### src/rtl/hazard_sequencer.sv
// hazard_sequencer: hazard and redirect controller for the 5-stage MIPS core.
// Sits between IF, ID and EX. It detects load-use and branch-operand hazards,
// arbitrates EX jump redirects against ID branch redirects, and holds a
// redirect pending while instruction memory is not ready.
//
// Ports:
//   i_clk, i_rst                   clock / async active-high reset
//   i_id_*                         ID-stage source regs, use flags, branch info
//   i_ex_*                         EX-stage load / writeback / dest / jump redirect
//   i_mem_mem_read, i_mem_rd       MEM-stage load and destination
//   i_imem_ready                   instruction memory accepts a fetch
//   o_pc_write, o_ifid_write       PC / IF-ID load enables
//   o_ifid_flush, o_idex_flush     bubble insertion
//   o_redirect, o_target           PC redirect and its target
//   o_state                        FSM state (RUN=0, STALL=1, PENDING=2)
//   o_stall_cycles                 saturating count of hazard stall cycles
module hazard_sequencer #(
  parameter int PC_WIDTH   = 32,
  parameter int REG_AWIDTH = 5,
  parameter int CNT_WIDTH  = 16
) (
  input  logic                  i_clk,
  input  logic                  i_rst,
  input  logic [REG_AWIDTH-1:0] i_id_rs,
  input  logic [REG_AWIDTH-1:0] i_id_rt,
  input  logic                  i_id_use_rs,
  input  logic                  i_id_use_rt,
  input  logic                  i_id_branch,
  input  logic                  i_id_taken,
  input  logic [PC_WIDTH-1:0]   i_id_target,
  input  logic                  i_ex_mem_read,
  input  logic                  i_ex_reg_write,
  input  logic [REG_AWIDTH-1:0] i_ex_rd,
  input  logic                  i_mem_mem_read,
  input  logic [REG_AWIDTH-1:0] i_mem_rd,
  input  logic                  i_ex_change_pc,
  input  logic [PC_WIDTH-1:0]   i_ex_target,
  input  logic                  i_imem_ready,
  output logic                  o_pc_write,
  output logic                  o_ifid_write,
  output logic                  o_ifid_flush,
  output logic                  o_idex_flush,
  output logic                  o_redirect,
  output logic [PC_WIDTH-1:0]   o_target,
  output logic [1:0]            o_state,
  output logic [CNT_WIDTH-1:0]  o_stall_cycles
);

  typedef enum logic [1:0] {
    RUN     = 2'd0,
    STALL   = 2'd1,
    PENDING = 2'd2
  } state_t;

  state_t                state_q, state_d;
  logic [PC_WIDTH-1:0]   target_q, target_d;
  logic [CNT_WIDTH-1:0]  cnt_q, cnt_d;

  logic m_ex, m_mem, lu, bh;

  // Register 0 is hardwired to zero, so it never creates a dependency.
  assign m_ex  = (i_ex_rd != '0) &&
                 ((i_id_use_rs && (i_id_rs == i_ex_rd)) ||
                  (i_id_use_rt && (i_id_rt == i_ex_rd)));
  assign m_mem = (i_mem_rd != '0) &&
                 ((i_id_use_rs && (i_id_rs == i_mem_rd)) ||
                  (i_id_use_rt && (i_id_rt == i_mem_rd)));

  assign lu = i_ex_mem_read & m_ex;
  // A branch compares in ID, so it must wait for any EX producer and for a
  // load still in MEM; a load ahead of a branch thus stalls twice.
  assign bh = i_id_branch & ((i_ex_reg_write & m_ex) | (i_mem_mem_read & m_mem));

  always_comb begin
    o_pc_write   = 1'b1;
    o_ifid_write = 1'b1;
    o_ifid_flush = 1'b0;
    o_idex_flush = 1'b0;
    o_redirect   = 1'b0;
    o_target     = '0;
    state_d      = RUN;
    target_d     = target_q;
    cnt_d        = cnt_q;

    if (state_q == PENDING) begin
      // Keep steering fetch at the held target until imem takes it. A newer
      // EX jump supersedes the held target; ID hazards are on the wrong path.
      o_redirect   = 1'b1;
      o_ifid_flush = 1'b1;
      o_pc_write   = i_imem_ready;
      if (i_ex_change_pc) begin
        o_target     = i_ex_target;
        o_idex_flush = 1'b1;
        target_d     = i_ex_target;
      end else begin
        o_target     = target_q;
      end
      state_d = i_imem_ready ? RUN : PENDING;
    end else if (i_ex_change_pc) begin
      o_redirect   = 1'b1;
      o_target     = i_ex_target;
      o_ifid_flush = 1'b1;
      o_idex_flush = 1'b1;
      if (!i_imem_ready) begin
        target_d = i_ex_target;
        state_d  = PENDING;
      end
    end else if (lu | bh) begin
      o_pc_write   = 1'b0;
      o_ifid_write = 1'b0;
      o_idex_flush = 1'b1;
      state_d      = STALL;
      if (cnt_q != '1) cnt_d = cnt_q + 1'b1;
    end else if (i_id_branch && i_id_taken) begin
      o_redirect   = 1'b1;
      o_target     = i_id_target;
      o_ifid_flush = 1'b1;
      if (!i_imem_ready) begin
        target_d = i_id_target;
        state_d  = PENDING;
      end
    end else if (!i_imem_ready) begin
      // Fetch bubble: hold PC, feed a bubble into ID.
      o_pc_write   = 1'b0;
      o_ifid_flush = 1'b1;
    end
  end

  always_ff @(posedge i_clk or posedge i_rst) begin
    if (i_rst) begin
      state_q  <= RUN;
      target_q <= '0;
      cnt_q    <= '0;
    end else begin
      state_q  <= state_d;
      target_q <= target_d;
      cnt_q    <= cnt_d;
    end
  end

  assign o_state        = state_q;
  assign o_stall_cycles = cnt_q;

endmodule

### config.mk
export PLATFORM = sky130hd
export DESIGN_NAME = hazard_sequencer
export DESIGN_NICKNAME = d
export VERILOG_FILES = /design/src/rtl/hazard_sequencer.sv
export SDC_FILE = /design/constraint.sdc
export NUM_CORES = 1
export LEC_CHECK = 0
export CORE_MARGIN = 2
export CORE_UTILIZATION = 40
export DETAILED_ROUTE_END_ITERATION = 7
export GPL_TIMING_DRIVEN = 0
export PLACE_DENSITY = 0.78
export SYNTH_ARGS = -nofsm -noshare
export SYNTH_HDL_FRONTEND = slang
export SYNTH_SLANG_ARGS = --single-unit
### constraint.sdc
create_clock -name i_clk -period 2.45 [get_ports i_clk]
set_clock_uncertainty 0.15 [all_clocks]
set_input_delay 0.49 -clock i_clk [delete_from_list [all_inputs] [get_ports i_clk]]
set_output_delay 0.49 -clock i_clk [all_outputs]
set_load 0.02 [all_outputs]
==> summary.md <==
| Metric | Value |
|---|---|
| Max-slew violations | 0 |
| Port Buffers | 148 |
| Worst r2r dst | o_stall_cycles[9]$_DFFE_PP0P_ |
| Clk buf depth | 2 |
| DP Cell Count | 658 |
| Clock Sinks | 50 |
| R2R depth | 7 |
| Drt first pass iters | 4 |
| # IOs | 150 |
| Nature of the critical path endpoint | primary output |
| Largest net degree at the start of global routing | 31 |
| NumNets Final | 672 |
| Maximum net fanout on the critical path | 3 |
| Outcome | finished, violations left |
| CP max-delay cell | o32a_1 |
| First-pass GRT wire length | 20,120 um |
| Synthesized area | 3664 um2 |
| Synth Net Count | 497 |
| Hold_ws | 0.3437 ns |
| Max Fclk | 329.0 MHz |
| Die ar. | 9940 um2 |
| DP Area | 5360 um2 |
| Min-delay worst type | flip-flop to flip-flop |
| Req. time, crit path | 1.81 ns |
| Failing checks | negative setup slack |
| Startpoint Class | input pin |
| Cell Pwr Density | 410.3 nW/um2 |
| Worst r2r src | o_stall_cycles[6]$_DFFE_PP0P_ |
| Placer's final routability congestion estimate | 0.8488 |
| Hold path startpoint | o_stall_cycles[15]$_DFFE_PP0P_ |
| H-tree depth | 2 |
| Die width | 99.70 um |
| Crit path capture | o_pc_write |
| Total CTS buffers | 5 |
| Via density | 5.771 |
| Slew HR | 0.5752 |
| Mean area per synthesized cell | 9.136 um2 |
| WP data arrival | 2.40 ns |
| Crit-path max cell delay | 0.36 ns |
| Final WS setup | -0.5898 ns |
| WS Path Type | input pin to primary output |
| Design Area, Final | 6127 um2 |
| Non-filler cells, final | 685 |
| Critical path origin | i_mem_rd[0] |
| Synth Register Bits | 50 |
| Area Overhead vs Synth | 67.25% |
| Routed WL | 12,810 um |
| Fin crit share | 1.241 |
| Worst vdd ir | 235.4 uV |
| P_leak | 2.508 nW |
| RSZ-0062 raised after global routing | yes |
| Vias in the first global route | 4,040 |
| Cell Rows | 34 |
| DR WL/cell | 18.69 um |
| Post-synth cell types | 41 |
| Seq/Total Area, Yosys | 0.3415 |
| Vias | 3,953 |
| Share of layout cells above drive strength 1 | 0.3189 |
| Hpwl dp | 8965 um |
| Total track usage | 0.2513 |
| Critical path, cell by cell | buf_8, xor2_1, nor4_2, a32oi_2, buf_4, o32a_1, buf_6, buf_8, o21ai_2, nand2_2, buf_6 |
| Max_cap viols | 0 |
| Cells after Synth | 401 |
| Gr ovfl total | 0 |
| Initial antenna violation count | 0 |
| R2R setup slack | 0.16 ns |
| Worst-Skew Late Latency | 0.30 ns |
| Yosys warnings | 0 |
| CTS Root Cell | clkbuf_8 |
| DRC | 0 |
| CTS tree | done |
| Setup violators final | 53 |
| Least-Margin Pin Slew | 0.6372 ns |
| Initial Util | 0.4160 |
| ANT cells | 0 |
| 1st-iter DRT viols | 201 |
| Die height | 99.70 um |
| Clk slew on worst S/H paths | 0.09 ns |
| Hold Violations, Final | 0 |
| Pre-CTS setup slack | -1.578 ns |
| Core Box Area | 8806 um2 |
| Tmin final | 3.040 ns |
| Routed Antenna Nets | 0 |
==> cell families (layout without fill, tap and decap cells) <==
| group | Yosys count | in the layout | synth area share |
|---|---|---|---|
| simple gates | 144 | 144 | 0.2544 |
| compound gates | 109 | 109 | 0.2056 |
| flops | 50 | 50 | 0.3415 |
| buf+inv | 41 | 217 | 0.04713 |
| xor+xnor | 35 | 35 | 0.08367 |
| mux | 21 | 21 | 0.06421 |
| fa+ha+maj | 1 | 1 | 0.003415 |
==> state kept, by name, summed over array words and instances (netlist names) <==
name	cells
target_q	32
o_stall_cycles	16
o_state	2
==> metrics by stage <==
stage	TNS (ns)	util	total power [mW]
4_1_cts	-21.09	0.6738	2.467
6_report	-20.12	0.6958	2.514
2_1_floorplan	-6.558	-	1.474
5_1_grt	-24.75	0.6958	2.637
3_3_place_gp	-101.46	0.6064	1.872
3_5_place_dp	-82.65	0.6087	1.898
==> cells in the mapped netlist, drive strengths merged <==
cell,count,share of area
ha,1,0.0034
a21oi,31,0.042
buf,11,0.016
a32oi,2,0.0048
o21bai,1,0.0020
nand2,22,0.023
xor2,30,0.072
o21ai,25,0.034
or4,2,0.0041
nor3,8,0.012
inv,6,0.0061
mux2,20,0.061
o31ai,1,0.0020
a21o,1,0.0020
nor4,10,0.026
a221o,32,0.087
and4,2,0.0048
o32a,1,0.0027
nand4,2,0.0034
nor2,7,0.0072
o22ai,12,0.020
and2,35,0.060
clkbuf,24,0.025
mux2i,1,0.0027
dfrtp,50,0.34
nor4b,23,0.060
nand2b,23,0.039
nand3,5,0.0068
a21boi,1,0.0020
o221ai,1,0.0024
o221a,1,0.0031
xnor2,5,0.012
and3,4,0.0068
nor2b,1,0.0017
==> per-layer routing <==
layer,part of all wire,track usage,up-vias
met5,0,0,-
met4,0.019,0.06744,0
met3,0.061,0.03795,18
met2,0.50,0.4330,158
met1,0.42,0.3301,1934
li1,-,-,1843
==> area by class of cell <==
class	count	area, um2
Buffer	33	214.0
Clock buffer	7	86.33
Clock inverter	1	5.005
Fill cell	665	2679
Inverter	6	22.52
Multi-Input combinational cell	310	2660
Sequential cell	50	1251
Tap cell	108	135.1
Timing Repair Buffer	170	1753
==> report_power, final <==
group,switching [mW],internal (mW),total [mW],leakage [nW]
Sequential,0.0797,0.929,1.01,0.628
Combinational,0.481,0.520,1.00,1.83
Clock,0.276,0.229,0.505,0.0482
Total,0.836,1.68,2.51,2.51
==> cells in the final DEF, fill, tap and decap left out, types with 6 or more instances in the layout <==
cell type	count
a21oi_1	16
a21oi_2	12
a221o_1	32
and2_1	35
buf_2	14
buf_4	10
buf_6	52
clkbuf_1	16
clkbuf_2	6
clkbuf_8	6
clkdlybuf4s50_1	90
dfrtp_1	50
mux2_2	19
nand2_1	20
nand2b_1	20
nor3_4	8
nor4b_1	18
o21ai_0	8
o21ai_1	14
o22ai_1	12
xor2_1	27
==> what timing repair did <==
item / CTS / global route
gates resized for setup: 378 / 53
buffers inserted: 17 / 1
hold buffers: 0 / 0
cloned: 2 / 1
pin swaps: 66 / 14
setup endpoints to repair: 83 / 85
==> critical path: cells and delay by family <==
family | cells | cell delay [ns]
buf+inv | 5 | 0.67
xor+xnor | 1 | 0.16
simple gates | 2 | 0.40
compound gates | 3 | 0.66
==> worst min-delay path by stage <==
stage	to	slack [ns]	cells past startpoint
final	o_stall_cycles[15]$_DFFE_PP0P_	0.34	1
after global routing	o_stall_cycles[15]$_DFFE_PP0P_	0.37	1
after CTS	o_stall_cycles[15]$_DFFE_PP0P_	0.35	1
after detailed placement	o_stall_cycles[15]$_DFFE_PP0P_	0.33	1
after global placement	o_stall_cycles[9]$_DFFE_PP0P_	0.33	1
after floorplan	target_q[0]$_DFFE_PP0P_	0.36	2
No activity file was read; power rests on OpenSTA's default activity.
